File: src/rtl/sysdefs.svh
// System-wide sizing for the solver datapath: number of variables and index width.
`ifndef SYSDEFS_SVH
`define SYSDEFS_SVH
`define MAX_VARS      64
`define MAX_VARS_BITS 6
`endif

File: src/rtl/backtrack_unit_pkg.sv
// Shared solver definitions: variable sizing and the trace-table entry layout.
`include "sysdefs.svh"

package backtrack_unit_pkg;

  localparam int unsigned MAX_VARS      = `MAX_VARS;
  localparam int unsigned MAX_VARS_BITS = `MAX_VARS_BITS;

  localparam logic TR_DECIDE = 1'b0;
  localparam logic TR_FORCED = 1'b1;

  typedef struct packed {
    logic                     typ;
    logic                     val;
    logic [MAX_VARS_BITS-1:0] var_idx;
  } trace_entry_t;

endpackage

File: src/rtl/backtrack_unit.sv
// Conflict backtrack engine: unwinds the trace table to the newest decision and flips it.
// Optional BACKTRACK_STATS_EN adds bt_count / bt_depth statistics outputs.
module backtrack_unit
  import backtrack_unit_pkg::*;
(
  input  logic                     clock,
  input  logic                     reset,
  input  logic                     start,
  input  logic                     tr_type,
  input  logic                     tr_val,
  input  logic [MAX_VARS_BITS-1:0] tr_var,
  input  logic                     tr_empty,
  output logic                     tr_pop,
  output logic                     tr_push,
  output logic                     tr_type_o,
  output logic                     tr_val_o,
  output logic [MAX_VARS_BITS-1:0] tr_var_o,
  output logic                     va_we,
  output logic [MAX_VARS_BITS-1:0] va_var,
  output logic                     va_assigned,
  output logic                     va_val,
  output logic                     busy,
  output logic                     done,
`ifdef BACKTRACK_STATS_EN
  output logic                     unsat,
  output logic [15:0]              bt_count,
  output logic [MAX_VARS_BITS:0]   bt_depth
`else
  output logic                     unsat
`endif
);

  typedef enum logic [2:0] {
    S_IDLE,
    S_POP,
    S_FLIP,
    S_DONE,
    S_UNSAT
  } state_t;

  state_t       r_state;
  state_t       w_state_nxt;
  logic         w_capture;
  trace_entry_t r_flip;
  logic         r_done;
  logic         r_unsat;

  // State register
  always_ff @(posedge clock or negedge reset) begin
    if (!reset) begin
      r_state <= S_IDLE;
    end else begin
      r_state <= w_state_nxt;
    end
  end

  // Next state and strobes; trace-table and assignment strobes are decoded from state and inputs
  always_comb begin
    w_state_nxt = r_state;
    w_capture   = 1'b0;
    tr_pop      = 1'b0;
    tr_push     = 1'b0;
    tr_type_o   = 1'b0;
    tr_val_o    = 1'b0;
    tr_var_o    = '0;
    va_we       = 1'b0;
    va_var      = '0;
    va_assigned = 1'b0;
    va_val      = 1'b0;
    busy        = 1'b1;
    case (r_state)
      S_IDLE: begin
        busy = 1'b0;
        if (start) begin
          w_state_nxt = S_POP;
        end
      end
      S_POP: begin
        if (tr_empty) begin
          w_state_nxt = S_UNSAT;
        end else begin
          tr_pop = 1'b1;
          va_we  = 1'b1;
          va_var = tr_var;
          if (tr_type == TR_DECIDE) begin
            w_capture   = 1'b1;
            w_state_nxt = S_FLIP;
          end
        end
      end
      S_FLIP: begin
        tr_push     = 1'b1;
        tr_type_o   = r_flip.typ;
        tr_val_o    = r_flip.val;
        tr_var_o    = r_flip.var_idx;
        va_we       = 1'b1;
        va_assigned = 1'b1;
        va_val      = r_flip.val;
        va_var      = r_flip.var_idx;
        w_state_nxt = S_DONE;
      end
      S_DONE: begin
        w_state_nxt = S_IDLE;
      end
      S_UNSAT: begin
        w_state_nxt = S_UNSAT;
      end
      default: begin
        w_state_nxt = S_IDLE;
      end
    endcase
  end

  // Flipped decision is re-pushed as a forced entry with the opposite value
  always_ff @(posedge clock or negedge reset) begin
    if (!reset) begin
      r_flip  <= '0;
      r_done  <= 1'b0;
      r_unsat <= 1'b0;
    end else begin
      r_done <= (r_state == S_FLIP);
      if (w_capture) begin
        r_flip <= '{typ: TR_FORCED, val: ~tr_val, var_idx: tr_var};
      end
      if (w_state_nxt == S_UNSAT) begin
        r_unsat <= 1'b1;
      end
    end
  end

  assign done  = r_done;
  assign unsat = r_unsat;

`ifdef BACKTRACK_STATS_EN
  localparam int unsigned DEPTH_W = MAX_VARS_BITS + 1;
  localparam int unsigned CNT_W   = 16;

  logic [DEPTH_W-1:0] r_pop_cnt;
  logic [DEPTH_W-1:0] r_bt_depth;
  logic [CNT_W-1:0]   r_bt_count;

  // Per-backtrack pop count, latched as depth when the backtrack resolves
  always_ff @(posedge clock or negedge reset) begin
    if (!reset) begin
      r_pop_cnt  <= '0;
      r_bt_depth <= '0;
      r_bt_count <= '0;
    end else begin
      if ((r_state == S_IDLE) && start) begin
        r_pop_cnt <= '0;
      end else if (tr_pop) begin
        r_pop_cnt <= r_pop_cnt + DEPTH_W'(1);
      end
      if (r_state == S_DONE) begin
        r_bt_depth <= r_pop_cnt;
        if (r_bt_count != {CNT_W{1'b1}}) begin
          r_bt_count <= r_bt_count + CNT_W'(1);
        end
      end else if ((r_state == S_POP) && tr_empty) begin
        r_bt_depth <= r_pop_cnt;
      end
    end
  end

  assign bt_count = r_bt_count;
  assign bt_depth = r_bt_depth;
`endif

endmodule

File: config.mk
export PLATFORM = sky130hd
export DESIGN_NAME = backtrack_unit
export DESIGN_NICKNAME = d
export VERILOG_FILES = /design/src/rtl/backtrack_unit_pkg.sv /design/src/rtl/backtrack_unit.sv
export VERILOG_INCLUDE_DIRS = /design/src /design/src/rtl
export SDC_FILE = /design/constraint.sdc
export NUM_CORES = 1
export LEC_CHECK = 0
export BUFFER_PORTS_ARGS = -buffer_cell sky130_fd_sc_hd__clkbuf_2
export CAP_MARGIN = 0
export CORE_MARGIN = 3
export CORE_UTILIZATION = 39
export DETAILED_ROUTE_END_ITERATION = 8
export GPL_ROUTABILITY_DRIVEN = 0
export HOLD_SLACK_MARGIN = 0.03
export PLACE_DENSITY = 0.78
export SLEW_MARGIN = 40
export SYNTH_ARGS = -nofsm -noshare
export SYNTH_HDL_FRONTEND = slang
export SYNTH_SLANG_ARGS = --single-unit
File: constraint.sdc
create_clock -name clock -period 1.51 [get_ports clock]
set_input_delay 0.151 -clock clock [delete_from_list [all_inputs] [get_ports clock]]
set_output_delay 0.151 -clock clock [all_outputs]
set_load 0.05 [all_outputs]
==> results.txt, run 1 <==
- Violations in the final reports: negative setup slack
* Via total after detailed routing: 636
- At the worst endpoint, the arrival time is 1570 ps.
- Yosys printed 0 warnings.
- In this run, distinct cell masters in the synthesized netlist total 17.
* Top cells by count, synth: dfrtp_1 (13), and2_1 (9), a21o_2 (6), mux2_4 (6), or2_2 (4)
* Clock latency on the worst-skew pair: 280 ps
* Clock tree from TritonCTS: done
- Source of the worst hold timing path: tr_val
* Final setup violation count: 25
- Biggest area consumer among synthesized cells: dfrtp_1
- The first global-routing pass estimated 3280 um of wire.
- STA classifies the critical path endpoint as an output pin.
- Detailed Routing Iterations Pass 1: 4
* Portion of total power attributed to combinational logic: 68.4%
* Maximum fanout encountered on the critical timing path: 4
* Min-delay worst type: in2reg
- In this run the cell area measured after placement is 911 um^2.
* Worst reg-to-reg setup slack: -100 ps
- Final Instance Area: 1350 um^2
- Core region area: 1560 um^2
* Cell area after synthesis: 671 um^2
- Global routing used 21.1% of the available tracks across all layers.
* Slack of the critical path: -215 ps
- Net switching is 42.0% of the power.
- After the first detailed-routing iteration, the DRC count stood at 8.
* Remaining antenna violation count: 0
- Total count of hold-check failures in the final report: 0
- The filler cells instantiated in the layout total 79.
* DIE HEIGHT: 47.5 um
- After detailed routing, the average wire length per cell comes to 18.9 um.
- Ranked by total cell area, the synthesized netlist is headed by dfrtp_1 (49%), mux2_4 (13%), and2_1 (8.4%), a21o_2 (7.8%), or2_2 (3.7%).
- Die span in x: 47.5 um
- Share of final-layout standard cells stronger than drive strength 1: 78.6%
- In this run, synthesis produced a sequential element count of 13.
- Floorplan die area: 2250 um^2
- Switching power total: 1.12 mW
- The initial utilization of the core area, before any placement, comes to 43.0%.
- For this run, the register share of the synthesized area comes to 48.5%.
* Worst slew margin: 76.9%
- Clock sink count: 13
* Final global-route overflow total: 0
* Root buf cell: clkbuf_4
- CTS clk-pin slew, worst paths: 80 ps
- Final core area utilization: 86.5%
- Setup Total Neg Slack: -3010 ps
* Pint: 1.55 mW
* Instance count of the mapped netlist: 54
- The number of nets in the synthesized netlist is 66.
- Number of max-cap violations: 0
- The repair_antennas step left the layout with diodes totalling 0.
- The initial antenna violation count is 0.
* Clock tree skew after final layout: 5.30 ps
* Outcome: finished, violations left
- Proportion of synthesized flip-flops having asynchronous set or reset: 100%
- Setup repair after global routing could not meet its margin everywhere.
- Worst voltage drop across the vdd grid: 0.00150 V
* Portion of total power attributed to the clock network: 8.1%
* Max-slew violations: 0
* Number of global-route vias before repair: 751
* Power density of the placed cells: 1990 nW/um^2
- For this design the static power due to leakage is 0.650 nW.
- After layout, the design draws a total of 2.68 mW.
- On the final layout, the worst hold slack is 55.7 ps.
- DRT Wirelength: 2250 um
- Min Clock Period, post-route: 1730 ps
- In this run the critical register-to-register path is captured at r_flip[0].
- For this run, the top clock speed supported by timing is 0.580 GHz.
- Using the TritonRoute via totals, the vias-per-cell ratio works out to 5.34.
- Proportion of netlist area held by the largest area contributor: 48.5%
* Clock buffers created by TritonCTS: 3
- Detailed placement HPWL: 1180 um
- Pin count of the biggest net entering global routing: 14
- Ys flop type: dfrtp_1
* Net count, final: 116
- Data on the critical path is required at its endpoint by 1360 ps.
- Number of cell rows: 14
- STA classifies the critical path startpoint as a flip-flop.
- The setup path with the least slack is of type reg2out.
* Number of I/O pins: 34
- Measured in cells, the most critical reg-to-reg path has a length of 4.
- Synth-to-layout area growth: 101%
- Library cell with the highest instance count after synthesis: dfrtp_1
- A synthesized cell averages 12.4 um^2.
- The final critical path takes up 114% of the cycle.
* Slew at the pin with the worst max-slew slack: 345 ps
- Worst-case clock buffer depth: 2
* Launching point of the worst reg2reg path: r_state[1]
* Number of flops mapped to enable cells by yosys: 0
- Input and output buffers added on the ports amount to 33.
- WHS Endpoint: r_flip[6]
* Number of stages on the worst hold path: 2
* Depth of the CTS H-tree: 1
* Seq pwr share: 23.5%
* Drc violations: 0
registers in the layout, indices dropped and copies added (netlist names):
| register | cells |
|---|---|
| r_flip | 8 |
| r_state | 3 |
| done | 1 |
| unsat | 1 |
power groups by stage:
stage	Clock, mW	Combinational [mW]	Sequential, mW
global route	0.232	1.90	0.641
finish	0.217	1.83	0.629
global placement	0	1.16	0.588
floorplan	0	0.904	0.602
detailed placement	0	1.19	0.592
CTS	0.221	1.63	0.614
logic make-up (layout without fill, tap and decap cells):
| group | Yosys count | in the layout | synth area share, % |
|---|---|---|---|
| compound gates | 10 | 10 | 11.2 |
| mux | 6 | 6 | 13.4 |
| simple gates | 20 | 20 | 21.8 |
| flops | 13 | 13 | 48.5 |
| buf+inv | 5 | 54 | 5.04 |
cell usage in the layout (no fill, tap or decap), drive strengths merged:
| master | instances |
|---|---|
| nor3 | 1 |
| inv | 1 |
| a21oi | 3 |
| nor4b | 1 |
| or3 | 2 |
| nor3b | 1 |
| and2 | 9 |
| buf | 29 |
| nand2b | 1 |
| a21o | 6 |
| clkbuf | 23 |
| dlygate4sd3 | 1 |
| dfrtp | 13 |
| a211oi | 1 |
| nand3b | 1 |
| mux2 | 6 |
| or2 | 4 |
routing by layer:
layer | vias to the layer above | GRT usage (%) | wire length (um)
li1 | 281 | - | -
met1 | 316 | 25.6 | 938
met2 | 35 | 35.3 | 1090
met3 | 4 | 6.39 | 166
met4 | 0 | 7.18 | 51
met5 | - | 0 | 0
metrics by stage:
step | instances | worst slack (ps)
CTS | 115 | -161
global placement | 105 | 45.1
finish | 119 | -215
global route | 119 | -290
floorplan | 54 | -544
detailed placement | 105 | 19.3
layout make-up:
cell class / count / area (um^2) / area share, %
Multi-Input combinational cell: 36 / 387 / 28.7
Timing Repair Buffer: 49 / 584 / 43.3
Sequential cell: 13 / 328 / 24.3
Inverter: 1 / 3.75 / 0.278
Clock buffer: 4 / 26.3 / 1.95
Tap cell: 16 / 20.0 / 1.48
what timing repair did:
item	CTS	global route
hold buffers	1	0
buffers inserted	5	5
gates cloned	1	0
hold endpoints to repair	13	0
pin swaps	10	6
resized for setup	60	26
setup endpoints to repair	20	26
worst max-delay path: stages, from the launching register on:
cell and delay [ps]:
dfrtp_1 430, nor4b_4 390, buf_4 210, a21o_4 120, clkbuf_16 150
how the worst max path moves through the flow:
stage	endpoint	start	cells after the start	slack, ps
6_report	va_var[1]	r_state[1]	4	-220
5_1_grt	va_var[3]	r_state[1]	4	-290
4_1_cts	va_var[4]	r_state[2]	5	-160
3_5_place_dp	va_var[1]	r_state[1]	5	20
3_3_place_gp	va_var[1]	r_state[1]	5	50
2_1_floorplan	r_flip[0]	r_state[1]	4	-540
(Power assumes the default switching activity.)
==> inputs of run 2 (changes only) <==
--- a/config.mk
+++ b/config.mk
@@ -6,14 +6,16 @@
 export SDC_FILE = /design/constraint.sdc
 export NUM_CORES = 1
 export LEC_CHECK = 0
+export ABC_AREA = 1
 export BUFFER_PORTS_ARGS = -buffer_cell sky130_fd_sc_hd__clkbuf_2
 export CAP_MARGIN = 0
 export CORE_MARGIN = 3
-export CORE_UTILIZATION = 39
+export CORE_UTILIZATION = 40
 export DETAILED_ROUTE_END_ITERATION = 8
 export GPL_ROUTABILITY_DRIVEN = 0
 export HOLD_SLACK_MARGIN = 0.03
 export PLACE_DENSITY = 0.78
+export RECOVER_POWER = 50
 export SLEW_MARGIN = 40
 export SYNTH_ARGS = -nofsm -noshare
 export SYNTH_HDL_FRONTEND = slang
==> run 2 against run 1 <==
The flow still finishes with violations (negative setup slack). Sequential power is 1% lower. Largest cell class unchanged. Sequential cell count unchanged. Largest power group unchanged. Design area rose by 8.9%.
==> results.txt, run 2 <==
- For the worst-skew pair, the clock arrives at the later sink with an insertion delay of 270 ps.
- The largest single stage delay on the critical path is 430 ps.
- Number of flip-flops under the largest register name: 8
- Detailed placement HPWL: 1280 um
- Clock tree skew after final layout: 4.18 ps
* Min-delay worst type: in2reg
* Via total after detailed routing: 925
* Worst Path Required: 1360 ps
* Drc violations: 0
- A synthesized cell averages 8.02 um^2.
- Clock tree from TritonCTS: done
* Worst slew margin: 49.2%
- Final global-route overflow total: 0
- The area growth from synthesis to layout is 99.0%.
- Along the worst hold path, the cell count comes to 3.
- r_flip holds more flip-flops than any other register.
* Worst R2R End: r_flip[5]
* CP max-delay cell: dfrtp_1
- The initial antenna violation count is 0.
- The worst setup path is captured at an output pin.
- Of the cells placed in the final design, the portion with a size suffix greater than 1 is 58.0%.
* Remaining antenna violation count: 0
* Launching point of the worst reg2reg path: r_state[2]
* Number of max-cap violations: 0
- Critical Path Start: r_state[1]
* Switching power total: 1.43 mW
* Maximum fanout encountered on the critical timing path: 19
- Portion of total power attributed to the clock network: 8.0%
- Pin count of the biggest net entering global routing: 20
* Root buf cell: clkbuf_4
- After technology mapping, the gate count stands at 92.
* Starting Density: 45.8%
* Max-slew violations: 0
* Number of flops mapped to enable cells by yosys: 0
* Clock sink count: 13
* Top cells by count, synth: nand2_1 (32), dfrtp_1 (13), nand4_1 (13)
- Ratio of final minimum period to clock period: 110%
- Net switching is 51.4% of the power.
- The share of total power dissipated in combinational logic is 69.7%.
- For this design the ratio of total power to cell area is 1900 nW/um^2.
* WHS Endpoint: r_flip[0]
- Leading cell type in the layout, fill and taps excluded: nand2_1
- Commonest non-fill, non-tap cells in the layout: nand2_1 (19), nand4_1 (13), dfrtp_1 (11), clkbuf_2 (11), clkbuf_16 (10)
* All-layer global routing usage: 24.4%
- Final setup violation count: 19
- Yosys warning total: 0
- Biggest area consumer among synthesized cells: dfrtp_1
- Of all flip-flops after synthesis, the portion carrying an async set or reset was 100%.
* Power consumption: 2.78 mW
- Summed over all layers, the routed wires come to 3170 um.
- Detailed Routing Iterations Pass 1: 4
* Ys flop type: dfrtp_1
* Net count, final: 151
* Fmax achieved: 0.603 GHz
- Synth area leaders: dfrtp_1 (44%), nand2_1 (16%), nand4_1 (11%), inv_1 (5.6%), buf_4 (3.1%)
* Pint: 1.35 mW
- Worst reg-to-reg setup slack: 120 ps
- Data on the critical path arrives at its endpoint at 1510 ps.
- Via density per instance: 5.71
* Floorplan die area: 2400 um^2
- Number of I/O pins: 34
- Across the VDD grid, the largest voltage drop is 0.00116 V.
* Library cell with the highest instance count after synthesis: nand2_1
- The largest registers in the layout are r_flip x8, r_state x3.
- Critical Path Source Type: flip-flop
- Traced cell by cell, the critical path runs through inv_2 > buf_6 > nand4_1 > nand2_4 > buf_8.
- Family with the most delay on the worst path: buffers and inverters
- The repair_antennas step left the layout with diodes totalling 0.
* Count of buffers inserted at the top-level ports: 33
* Sequential share of the synthesized area: 44.1%
* Worst reg-to-reg path cell count: 6
* Static power due to leakage: 0.720 nW
- Across all setup checks in the final design, the least slack found is -149 ps.
- Hold timing on the final database bottoms out at a slack of 128 ps.
- Slew at the pin with the worst max-slew slack: 762 ps
- The run finished, with violations left.
* Worst path buffer plus inverter count: 3
* Seq pwr share: 22.3%
- CTS built an H-tree with a depth of 1.
* Initial detailed-routing violation count: 35
* Worst-case clock buffer depth: 2
* Cell area after synthesis: 738 um^2
* Syn nets: 104
- Setup repair after global routing missed its margin: true
- Measured along the x axis, the die boundary spans 49.0 um.
* Number of global-route vias before repair: 961
* Global-route wire length before repair: 4510 um
- DIE HEIGHT: 49.0 um
- The worst path in the final design needs a cycle of 1660 ps, including I/O delays and setup.
* Number of cell rows: 14
* CTS clk-pin slew, worst paths: 90 ps
- Synthesis instantiated 17 different standard cells from the library.
* Clock buffers created by TritonCTS: 3
* Setup Crit Path Kind: reg2out
- The final reports fail on negative setup slack.
- Routed wirelength normalized by instance count: 19.6 um
* Proportion of netlist area held by the largest area contributor: 44.1%
- The core region is 1610 um^2.
- Number of storage elements in the synthesis netlist: 13
- Source of the worst hold timing path: tr_var[0]
- Total count of hold-check failures in the final report: 0
## run 2: stage by stage
step	setup WS, ps	TNS (ps)	utilization (%)	cell area, um^2	instances
CTS	-44.4	-555	85.7	1380	160
floorplan	-395	-3720	-	791	92
global placement	49.4	0	59.5	958	146
global route	-181	-2740	91.1	1470	162
finish	-149	-1770	91.1	1470	162
detailed placement	7.36	0	59.5	958	146
## run 2: cell families after synthesis
group	after synthesis	synth area share, %
buffers and inverters	19	12.4
AO/OA/AOI/OAI	2	1.69
AND/OR/NAND/NOR	58	41.9
flip-flops	13	44.1
## run 2: worst register-to-register path, delay by kind of cell, from the launching register on
kind          cells  cell delay (ps)
buf+inv           2              330
flops             1              450
simple gates      4              500
## run 2: worst max-delay path by stage
stage                      endpoint  depth (start not counted)
after global placement    va_var[1]                          4
after detailed placement  va_var[4]                          4
after CTS                 va_var[4]                          5
after floorplan              va_val                          4
after global routing      va_var[2]                          5
final                     va_var[3]                          5
## run 2: routing by layer
| metal | part of all wire, % | GRT usage [%] | wire length [um] | up-vias |
|---|---|---|---|---|
| met5 | 0 | 0 | 0 | - |
| met4 | 3.1 | 9.48 | 97 | 0 |
| met3 | 7.8 | 4.59 | 246 | 10 |
| met2 | 52 | 47.1 | 1640 | 62 |
| met1 | 37 | 25.8 | 1190 | 463 |
| li1 | - | - | - | 390 |
## run 2: power by group through the flow
stage               Sequential [mW]  Combinational, mW  Clock, mW
global placement              0.575               1.13          0
finish                        0.622               1.94      0.222
floorplan                     0.588              0.943          0
detailed placement            0.580               1.15          0
global route                  0.628               2.02      0.245
CTS                           0.592               1.64      0.219
## run 2: layout make-up
class | count | area (um^2)
clock buffer | 4 | 26.3
fill | 64 | 143
inverter | 14 | 80.1
multi-input combinational | 61 | 422
sequential | 13 | 328
tap | 24 | 30.0
timing repair buffer | 46 | 583
## run 2: timing repair
action	CTS	global route
endpoints found under the hold margin	13	0
setup buffers	8	2
pin swaps	3	5
hold buffers	1	0
cloned	1	0
setup endpoints to repair	19	20
gates resized for setup	61	24
